===== config.mk =====
export PLATFORM = sky130hd
export DESIGN_NAME = sm83_bus_ctrl_flat
export DESIGN_NICKNAME = d
export VERILOG_FILES = /design/src/rtl/sm83_bus_ctrl_if.sv /design/src/rtl/sm83_bus_ctrl.sv /design/src/flat_wrapper.sv
export SDC_FILE = /design/constraint.sdc
export NUM_CORES = 1
export LEC_CHECK = 0
export ABC_AREA = 1
export CAP_MARGIN = 10
export CELL_PAD_IN_SITES_DETAIL_PLACEMENT = 0
export CELL_PAD_IN_SITES_GLOBAL_PLACEMENT = 1
export CORE_MARGIN = 10
export CORE_UTILIZATION = 30
export DETAILED_ROUTE_END_ITERATION = 12
export PLACE_DENSITY = 0.79
export SYNTH_ARGS = -nofsm -noshare
export SYNTH_HDL_FRONTEND = slang
export SYNTH_SLANG_ARGS = --single-unit

===== constraint.sdc =====
create_clock -name clk -period 2.9 [get_ports clk]
set_clock_uncertainty 0.05 [all_clocks]
set_input_delay 0.58 -clock clk [delete_from_list [all_inputs] [get_ports clk]]
set_output_delay 0.58 -clock clk [all_outputs]
set_load 0.01 [all_outputs]

===== src/rtl/sm83_bus_ctrl_if.sv =====
// rtl/sm83_bus_ctrl_if.sv - sequencer strobes, request side and external bus of the SM83 bus controller
interface sm83_bus_ctrl_if #(
  parameter int ADDR_W = 16,
  parameter int DATA_W = 8
);
  logic              t1, t2, t3, t4, m1;
  logic              req_rd, req_wr;
  logic [ADDR_W-1:0] req_addr;
  logic [DATA_W-1:0] req_wdata;
  logic [DATA_W-1:0] din;
  logic [ADDR_W-1:0] addr_o;
  logic [DATA_W-1:0] dout_o;
  logic              dout_en, rd_o, wr_o, fetch_o;
  logic [DATA_W-1:0] rdata;
  logic [DATA_W-1:0] opcode_o;
  logic              op_done, busy, aborted, err;

  modport master (
    output t1, t2, t3, t4, m1, req_rd, req_wr, req_addr, req_wdata, din,
    input  addr_o, dout_o, dout_en, rd_o, wr_o, fetch_o, rdata, opcode_o,
           op_done, busy, aborted, err
  );

  modport slave (
    input  t1, t2, t3, t4, m1, req_rd, req_wr, req_addr, req_wdata, din,
    output addr_o, dout_o, dout_en, rd_o, wr_o, fetch_o, rdata, opcode_o,
           op_done, busy, aborted, err
  );
endinterface


===== src/rtl/sm83_bus_ctrl.sv =====
// rtl/sm83_bus_ctrl.sv - turns T1..T4 strobes into one registered external bus transaction per M-cycle
module sm83_bus_ctrl #(
  parameter int ADDR_W = 16,
  parameter int DATA_W = 8
) (
  input  logic            clk,
  input  logic            reset,
  sm83_bus_ctrl_if.slave  bus
);
  typedef enum logic [1:0] {IDLE, ADDR, ACT, DONE} state_t;

  state_t            state_q, state_d;
  logic [ADDR_W-1:0] addr_q, addr_d;
  logic [DATA_W-1:0] dout_q, dout_d, rdata_q, rdata_d, opcode_q, opcode_d;
  logic              dout_en_q, dout_en_d, rd_q, rd_d, wr_q, wr_d, fetch_q, fetch_d;
  logic              op_done_q, op_done_d, busy_q, busy_d, aborted_q, aborted_d, err_q, err_d;

  always_comb begin
    state_d   = state_q;
    addr_d    = addr_q;
    dout_d    = dout_q;
    rdata_d   = rdata_q;
    opcode_d  = opcode_q;
    dout_en_d = dout_en_q;
    rd_d      = rd_q;
    wr_d      = wr_q;
    fetch_d   = fetch_q;
    busy_d    = busy_q;
    err_d     = err_q;
    op_done_d = 1'b0;
    aborted_d = 1'b0;

    // t1 always wins: it ends whatever is in flight, then may start a new transaction
    if (bus.t1) begin
      if (state_q == ADDR || state_q == ACT) aborted_d = 1'b1;
      if (state_q != IDLE) begin
        state_d   = IDLE;
        rd_d      = 1'b0;
        wr_d      = 1'b0;
        dout_en_d = 1'b0;
        fetch_d   = 1'b0;
        busy_d    = 1'b0;
      end
      if (bus.req_rd || bus.req_wr) begin
        state_d = ADDR;
        addr_d  = bus.req_addr;
        busy_d  = 1'b1;
        wr_d    = 1'b0;
        if (bus.req_wr) begin
          dout_d    = bus.req_wdata;
          dout_en_d = 1'b1;
          rd_d      = 1'b0;
          fetch_d   = 1'b0;
          err_d     = err_q | bus.req_rd;
        end else begin
          dout_en_d = 1'b0;
          rd_d      = 1'b1;
          fetch_d   = bus.m1;
        end
      end
    end else if (bus.t2 && state_q == ADDR) begin
      state_d = ACT;
      wr_d    = dout_en_q;
    end else if (bus.t3 && state_q == ACT) begin
      state_d   = DONE;
      op_done_d = 1'b1;
      // dout_en doubles as the transaction-is-a-write flag
      if (!dout_en_q) begin
        rdata_d = bus.din;
        rd_d    = 1'b0;
        if (fetch_q) opcode_d = bus.din;
      end
    end else if (bus.t4 && state_q == DONE) begin
      state_d   = IDLE;
      wr_d      = 1'b0;
      dout_en_d = 1'b0;
      busy_d    = 1'b0;
      fetch_d   = 1'b0;
    end
  end

  always_ff @(posedge clk) begin
    if (reset) begin
      state_q   <= IDLE;
      addr_q    <= '0;
      dout_q    <= '0;
      rdata_q   <= '0;
      opcode_q  <= '0;
      dout_en_q <= 1'b0;
      rd_q      <= 1'b0;
      wr_q      <= 1'b0;
      fetch_q   <= 1'b0;
      op_done_q <= 1'b0;
      busy_q    <= 1'b0;
      aborted_q <= 1'b0;
      err_q     <= 1'b0;
    end else begin
      state_q   <= state_d;
      addr_q    <= addr_d;
      dout_q    <= dout_d;
      rdata_q   <= rdata_d;
      opcode_q  <= opcode_d;
      dout_en_q <= dout_en_d;
      rd_q      <= rd_d;
      wr_q      <= wr_d;
      fetch_q   <= fetch_d;
      op_done_q <= op_done_d;
      busy_q    <= busy_d;
      aborted_q <= aborted_d;
      err_q     <= err_d;
    end
  end

  assign bus.addr_o   = addr_q;
  assign bus.dout_o   = dout_q;
  assign bus.dout_en  = dout_en_q;
  assign bus.rd_o     = rd_q;
  assign bus.wr_o     = wr_q;
  assign bus.fetch_o  = fetch_q;
  assign bus.rdata    = rdata_q;
  assign bus.opcode_o = opcode_q;
  assign bus.op_done  = op_done_q;
  assign bus.busy     = busy_q;
  assign bus.aborted  = aborted_q;
  assign bus.err      = err_q;
endmodule


===== src/flat_wrapper.sv =====
// flat-port wrapper written by rule: the top's interface ports become plain ports
module sm83_bus_ctrl_flat 
#(
  parameter int ADDR_W = 16,
  parameter int DATA_W = 8
)
  (clk, reset, bus_t1, bus_t2, bus_t3, bus_t4, bus_m1, bus_req_rd, bus_req_wr, bus_req_addr, bus_req_wdata, bus_din, bus_addr_o, bus_dout_o, bus_dout_en, bus_rd_o, bus_wr_o, bus_fetch_o, bus_rdata, bus_opcode_o, bus_op_done, bus_busy, bus_aborted, bus_err);
  sm83_bus_ctrl_if #(.ADDR_W(ADDR_W), .DATA_W(DATA_W)) bus_i ();
  input  logic clk;
  input  logic reset;
  input wire logic [$bits(bus_i.t1)-1:0] bus_t1;
  input wire logic [$bits(bus_i.t2)-1:0] bus_t2;
  input wire logic [$bits(bus_i.t3)-1:0] bus_t3;
  input wire logic [$bits(bus_i.t4)-1:0] bus_t4;
  input wire logic [$bits(bus_i.m1)-1:0] bus_m1;
  input wire logic [$bits(bus_i.req_rd)-1:0] bus_req_rd;
  input wire logic [$bits(bus_i.req_wr)-1:0] bus_req_wr;
  input wire logic [$bits(bus_i.req_addr)-1:0] bus_req_addr;
  input wire logic [$bits(bus_i.req_wdata)-1:0] bus_req_wdata;
  input wire logic [$bits(bus_i.din)-1:0] bus_din;
  output wire logic [$bits(bus_i.addr_o)-1:0] bus_addr_o;
  output wire logic [$bits(bus_i.dout_o)-1:0] bus_dout_o;
  output wire logic [$bits(bus_i.dout_en)-1:0] bus_dout_en;
  output wire logic [$bits(bus_i.rd_o)-1:0] bus_rd_o;
  output wire logic [$bits(bus_i.wr_o)-1:0] bus_wr_o;
  output wire logic [$bits(bus_i.fetch_o)-1:0] bus_fetch_o;
  output wire logic [$bits(bus_i.rdata)-1:0] bus_rdata;
  output wire logic [$bits(bus_i.opcode_o)-1:0] bus_opcode_o;
  output wire logic [$bits(bus_i.op_done)-1:0] bus_op_done;
  output wire logic [$bits(bus_i.busy)-1:0] bus_busy;
  output wire logic [$bits(bus_i.aborted)-1:0] bus_aborted;
  output wire logic [$bits(bus_i.err)-1:0] bus_err;
  assign bus_i.t1 = bus_t1;
  assign bus_i.t2 = bus_t2;
  assign bus_i.t3 = bus_t3;
  assign bus_i.t4 = bus_t4;
  assign bus_i.m1 = bus_m1;
  assign bus_i.req_rd = bus_req_rd;
  assign bus_i.req_wr = bus_req_wr;
  assign bus_i.req_addr = bus_req_addr;
  assign bus_i.req_wdata = bus_req_wdata;
  assign bus_i.din = bus_din;
  assign bus_addr_o = bus_i.addr_o;
  assign bus_dout_o = bus_i.dout_o;
  assign bus_dout_en = bus_i.dout_en;
  assign bus_rd_o = bus_i.rd_o;
  assign bus_wr_o = bus_i.wr_o;
  assign bus_fetch_o = bus_i.fetch_o;
  assign bus_rdata = bus_i.rdata;
  assign bus_opcode_o = bus_i.opcode_o;
  assign bus_op_done = bus_i.op_done;
  assign bus_busy = bus_i.busy;
  assign bus_aborted = bus_i.aborted;
  assign bus_err = bus_i.err;
  sm83_bus_ctrl #(.ADDR_W(ADDR_W), .DATA_W(DATA_W)) u_core (.clk(clk), .reset(reset), .bus(bus_i));
endmodule

-- Yosys cells after proc, flatten, opt, wreduce, memory -nomap -nowiden
Index checks and enable logic that the tools add are counted.
- bits in read-only memories: 0
- output and inout bits: 48
- memory bits (writable): 0
- bits in latches: 0
- flip-flop bits (word level): 50
- memories kept: 0
- bitwise gates (word level): 4
- equal/unequal tests: 8
- add/sub/neg operators: 0
- divide/modulo/power cells: 0
- multiply operators: 0
- $lt $le $gt $ge: 0
- muxes and demuxes: 29
- shift-type cells: 0
- reductions and logical operators: 20
- operator list (cell ; count):
    $mux 1 ; 23
    $mux 2 ; 6
    $reduce_and 4->1 ; 3
    $ne 2x2->1 const B ; 3
    $reduce_and 3->1 ; 2
    $reduce_bool 2->1 ; 3
    $reduce_and 5->1 ; 1
    $eq 2x2->1 const B ; 2
    $reduce_and 2->1 ; 2
    $reduce_bool 4->1 ; 1
    $logic_and 1x1->1 ; 3
    $ne 3x1->1 const B ; 1
    $ne 3x2->1 const B ; 1
    $not 1->1 ; 3
    $reduce_bool 3->1 ; 1
    $reduce_or 3->1 ; 1
    $eq 2x1->1 const B ; 1
    $logic_or 1x1->1 ; 2
    $reduce_or 2->1 ; 1
    $or 1x1->1 ; 1

-- Longest topological paths before layout
- depth after elaboration: 6
- depth in mapped cells: 9

-- Worst setup path before layout
Ideal clock, no wire load.
- kind: register -> register
- from: register u_core.state_q[1]
- to: register u_core.opcode_q[1], in the netlist u_core.bus.opcode_o[1]
- setup slack: 1454 ps
- setup time: 132 ps
- cell stages (with the launch flop): 9
- buffers on the path: 0
- arrival time: 1264 ps
- period minus slack after synthesis: 1446 ps
- cells stage by stage: dfxtp_1 > inv_1 > ha_1 > nand2_1 > nand2_2 > nor2_8 > nand2_1 > nand2_1 > a21oi_1
- longest elaborated chain between the ends: 4
- elaborated cells on any way between the ends: 6
- those cells by class: eq/ne (2); bitwise (1); reduce/logical (3)
- RTL lines (what ; line ; source):
    start: declaration ; sm83_bus_ctrl.sv:12 ; state_t state_q, state_d;
    start signal: assignment ; sm83_bus_ctrl.sv:98 ; state_q <= state_d;
    $eq 2x1->1 ; sm83_bus_ctrl.sv:61 ; end else if (bus.t2 && state_q == ADDR) begin
    $logic_and 1x1->1 ; sm83_bus_ctrl.sv:61 ;
    $not 1->1 (no source line) ; n/a ;
    $reduce_and 5->1 (no source line) * ; n/a ;
    end signal: assignment ; sm83_bus_ctrl.sv:102 ; opcode_q <= opcode_d;
    end: declaration ; sm83_bus_ctrl.sv:14 ; logic [DATA_W-1:0] dout_q, dout_d, rdata_q, rdata_d, opcode_q, opcode_d;
Every way passes the cells marked *; elsewhere a longest branch is shown, timed or not.
A chain may end at the register's enable or synchronous reset.

-- Worst setup path after layout
- from: input bus_req_rd
- to: register u_core.addr_q[1], in the netlist u_core.bus.addr_o[1]
- longest elaborated chain between the ends: 2
- RTL lines (what ; line ; source):
    start: declaration ; flat_wrapper.sv:16 ; input wire logic [$bits(bus_i.req_rd)-1:0] bus_req_rd;
    $logic_or 1x1->1 ; sm83_bus_ctrl.sv:44 ; if (bus.req_rd || bus.req_wr) begin
    $reduce_and 2->1 (no source line) ; n/a ;
    end signal: assignment ; sm83_bus_ctrl.sv:99 ; addr_q <= addr_d;
    end: declaration ; sm83_bus_ctrl.sv:13 ; logic [ADDR_W-1:0] addr_q, addr_d;
No other way between the ends.

==> run metrics <==
number of nets still failing antenna checks after routing=0; slowest stage cell, crit path=sky130_fd_sc_hd__o21ai_2; final RePlAce weighted congestion=0.8064; worst setup slack after placement=0.4590 ns; # resized after CTS=0; fmax=475.8 MHz; power per cell area=481.1 mW/mm2; antenna diode count=0; Slowest Stage Delay on Critical Path=0.87 ns; met2 capacity usage during global routing=17.19%; commonest non-fill, non-tap cell in the layout=sky130_fd_sc_hd__clkdlybuf4s50_1; result of the run=completed; most used cells in the layout excluding fill and tap cells=88 x sky130_fd_sc_hd__clkdlybuf4s50_1, 50 x sky130_fd_sc_hd__dfxtp_1, 45 x sky130_fd_sc_hd__nor2_1, 43 x sky130_fd_sc_hd__nand2_1, 30 x sky130_fd_sc_hd__inv_1; vias per inst=4.516; total of hold buffers inserted after clock tree synthesis=0; iteration-0 DRC count of the detailed router=57; Yosys warning count=0; share of total power in the clock network=32.9%; initial core utilization=31.27%; start of the worst register-to-register path=u_core.state_q[1]$_SDFFE_PP0P_; overall die width=102.0 um; utilization after layout=47.52%; vias in the first global route=1893; overall power=1.477 mW; Clock H-tree levels=2; Reg2Reg Capture Point=u_core.bus.opcode_o[7]$_SDFFE_PP0P_; worst slack on hold paths=0.3945 ns; port bufs=88; Seq pwr share=50.0%; area fraction in compound gates after synthesis=15.43%; die area=0.01041 mm2; clock buffer depth=2; setup repair after global routing missed its margin=no; Syn Area/Cell=7.592 um2; grt total ovfl=0; antenna violations before repair=0; worst slew margin relative to its limit=28.16%; worst reg2reg path depth=8; clock sink count=50; number of iterations in the first detailed-routing pass=4; worst-margin pin slew=1.078 ns; main combinational cell family by area after synthesis=simple AND/OR/NAND/NOR gates; Maximum Capacitance Violations=0; Endpoint, Worst Hold=u_core.bus.addr_o[10]$_SDFFE_PP0P_; Setup CP Type=in2reg; combined global-route utilization of all metal layers=11.03%; hold_sp=u_core.bus.addr_o[10]$_SDFFE_PP0P_; clock insertion delay at the later pin of the skew report=0.29 ns; WL final=5966 um; syn nets=311; buffer type at the clock tree root=sky130_fd_sc_hd__clkbuf_8; GR Layer Usage met1=13.67%; global route hottest layer=met2; area fraction in and, or, nand and nor cells after synthesis=23.05%; Die Y=102.0 um; Core Footprint=0.006459 mm2; maximum vdd drop=0.2844 mV; final hold violation count=0; post-CTS setup-driven buffer insertion count=0; Worst R2R Setup Slack=1.16 ns; routed len/inst=13.81 um; CTS buffer count=5; final setup violating endpoints=0; Arr. time, crit path=2.24 ns; number of register bits inferred by synthesis=50; Hold Path Stages=2; ratio of cells with drive above 1 in the final layout=4.507%; Post-Syn Instances=266; area grow syn2layout=51.98%; clock-pin slew reported for the worst setup and hold paths after clock tree synthesis=0.09 ns; detailed-placement wirelength estimate=4544 um; Post-Syn Area=0.002019 mm2; maximum number of pins on one net before global-route repair=33; residual DRC count=0; worst path setup slack after routing=0.7983 ns; Nets=399; net switching power=0.3616 mW; type of element launching the critical path=input port; maximum fanout encountered on the critical timing path=32; max-slew violation total from the final report=0; Top-Level Pins=89; Unique masters post-synth=21; share of synthesized area spent on multiplexers=0%; xor/xnor share of the synthesized area=0%; arithmetic-cell share of the synthesized area counting full adders, half adders and majority gates=2.478%; total negative slack for setup checks=0 ns; required time of the critical path=3.04 ns; sequential cell area fraction in the yosys report=49.57%; part of the cycle the worst path needs=72.47%; portion of total power attributed to combinational logic=17.1%; placement row count=29; Period minus WS final=2.102 ns; met3 capacity usage during global routing=4.656%; P_int=1.115 mW; switching part of the total power=24.49%; leakage=1.235 nW; element type at the critical path end=flip-flop; vias after detailed routing=1951; path type of the worst min-delay path=reg2reg; CTS tree=done; cell breakdown of the critical path=clkdlybuf4s50_1 -> o21ai_2 -> buf_4 -> a21oi_1; first-pass GRT wire length=9246 um
worst max-delay path: cells and delay by family:
family / cells / cell delay, ns
AO/OA/AOI/OAI: 2 / 0.93
buffers and inverters: 2 / 0.73
power by group through the flow:
stage / sequential [mW] / clock (mW) / combinational [mW]
floorplan: 0.769 / 0 / 0.0949
global placement: 0.754 / 0 / 0.255
detailed placement: 0.754 / 0 / 0.256
CTS: 0.739 / 0.503 / 0.257
global route: 0.742 / 0.530 / 0.283
finish: 0.738 / 0.485 / 0.253
how the worst max path moves through the flow:
stage	from	endpoint	cells after the start
2_1_floorplan	u_core.state_q[1]$_SDFFE_PP0P_	u_core.bus.opcode_o[1]$_SDFFE_PP0P_	8
3_3_place_gp	bus_t1	u_core.bus.err$_SDFFE_PP0P_	5
3_5_place_dp	bus_req_rd	u_core.bus.addr_o[5]$_SDFFE_PP0P_	4
4_1_cts	bus_req_rd	u_core.bus.addr_o[5]$_SDFFE_PP0P_	4
5_1_grt	bus_req_rd	u_core.bus.addr_o[0]$_SDFFE_PP0P_	4
6_report	bus_req_rd	u_core.bus.addr_o[1]$_SDFFE_PP0P_	4
Yosys cell counts (all sizes together):
library cell / count / area share [%]
ha: 4 / 2.5
o21bai: 1 / 0.37
dfxtp: 50 / 50
buf: 8 / 2.6
nand3: 14 / 4.1
o21ai: 31 / 7.9
clkbuf: 3 / 0.56
inv: 31 / 6.1
nand3b: 1 / 0.37
nor2: 46 / 9.4
nand2: 45 / 8.6
clkinv: 1 / 0.19
a21oi: 29 / 7.2
nand4: 2 / 0.62
metrics by stage:
stage / instance area, um2 / std cells
6_report: 3069 / 432
5_1_grt: 3069 / 432
4_1_cts: 3069 / 432
3_5_place_dp: 2963 / 424
3_3_place_gp: 2963 / 424
2_1_floorplan: 2019 / 266
kinds of logic (layout without fill, tap and decap cells):
group           count (synthesis)  in the layout
simple gates                  108            108
compound gates                 61             61
flops                          50             50
buf+inv                        43            132
fa+ha+maj                       4              4
area by class of cell:
class                           count  area, um2
Multi-Input combinational cell    173      827.0
Inverter                           32      127.6
Timing Repair Buffer               92      910.9
Fill cell                         672       3390
Clock inverter                      1      30.03
Tap cell                           77      96.34
Clock buffer                        7      76.32
Sequential cell                    50       1001
registers in the layout, summed over array words and instances (netlist names):
register / cells
u_core.bus.wr_o: 1
u_core.bus.err: 1
u_core.bus.opcode_o: 8
u_core.bus.dout_en: 1
u_core.bus.rd_o: 1
u_core.bus.rdata: 8
u_core.bus.aborted: 1
u_core.bus.fetch_o: 1
u_core.bus.addr_o: 16
u_core.bus.op_done: 1
u_core.state_q: 2
u_core.bus.dout_o: 8
u_core.bus.busy: 1
metal layers:
metal	wire [um]	part of all wire, %	vias up
li1	-	-	1017
met1	2821	47	864
met2	2499	42	64
met3	585	9.8	6
met4	58	0.97	0
met5	0	0	-
(Power assumes the default switching activity.)
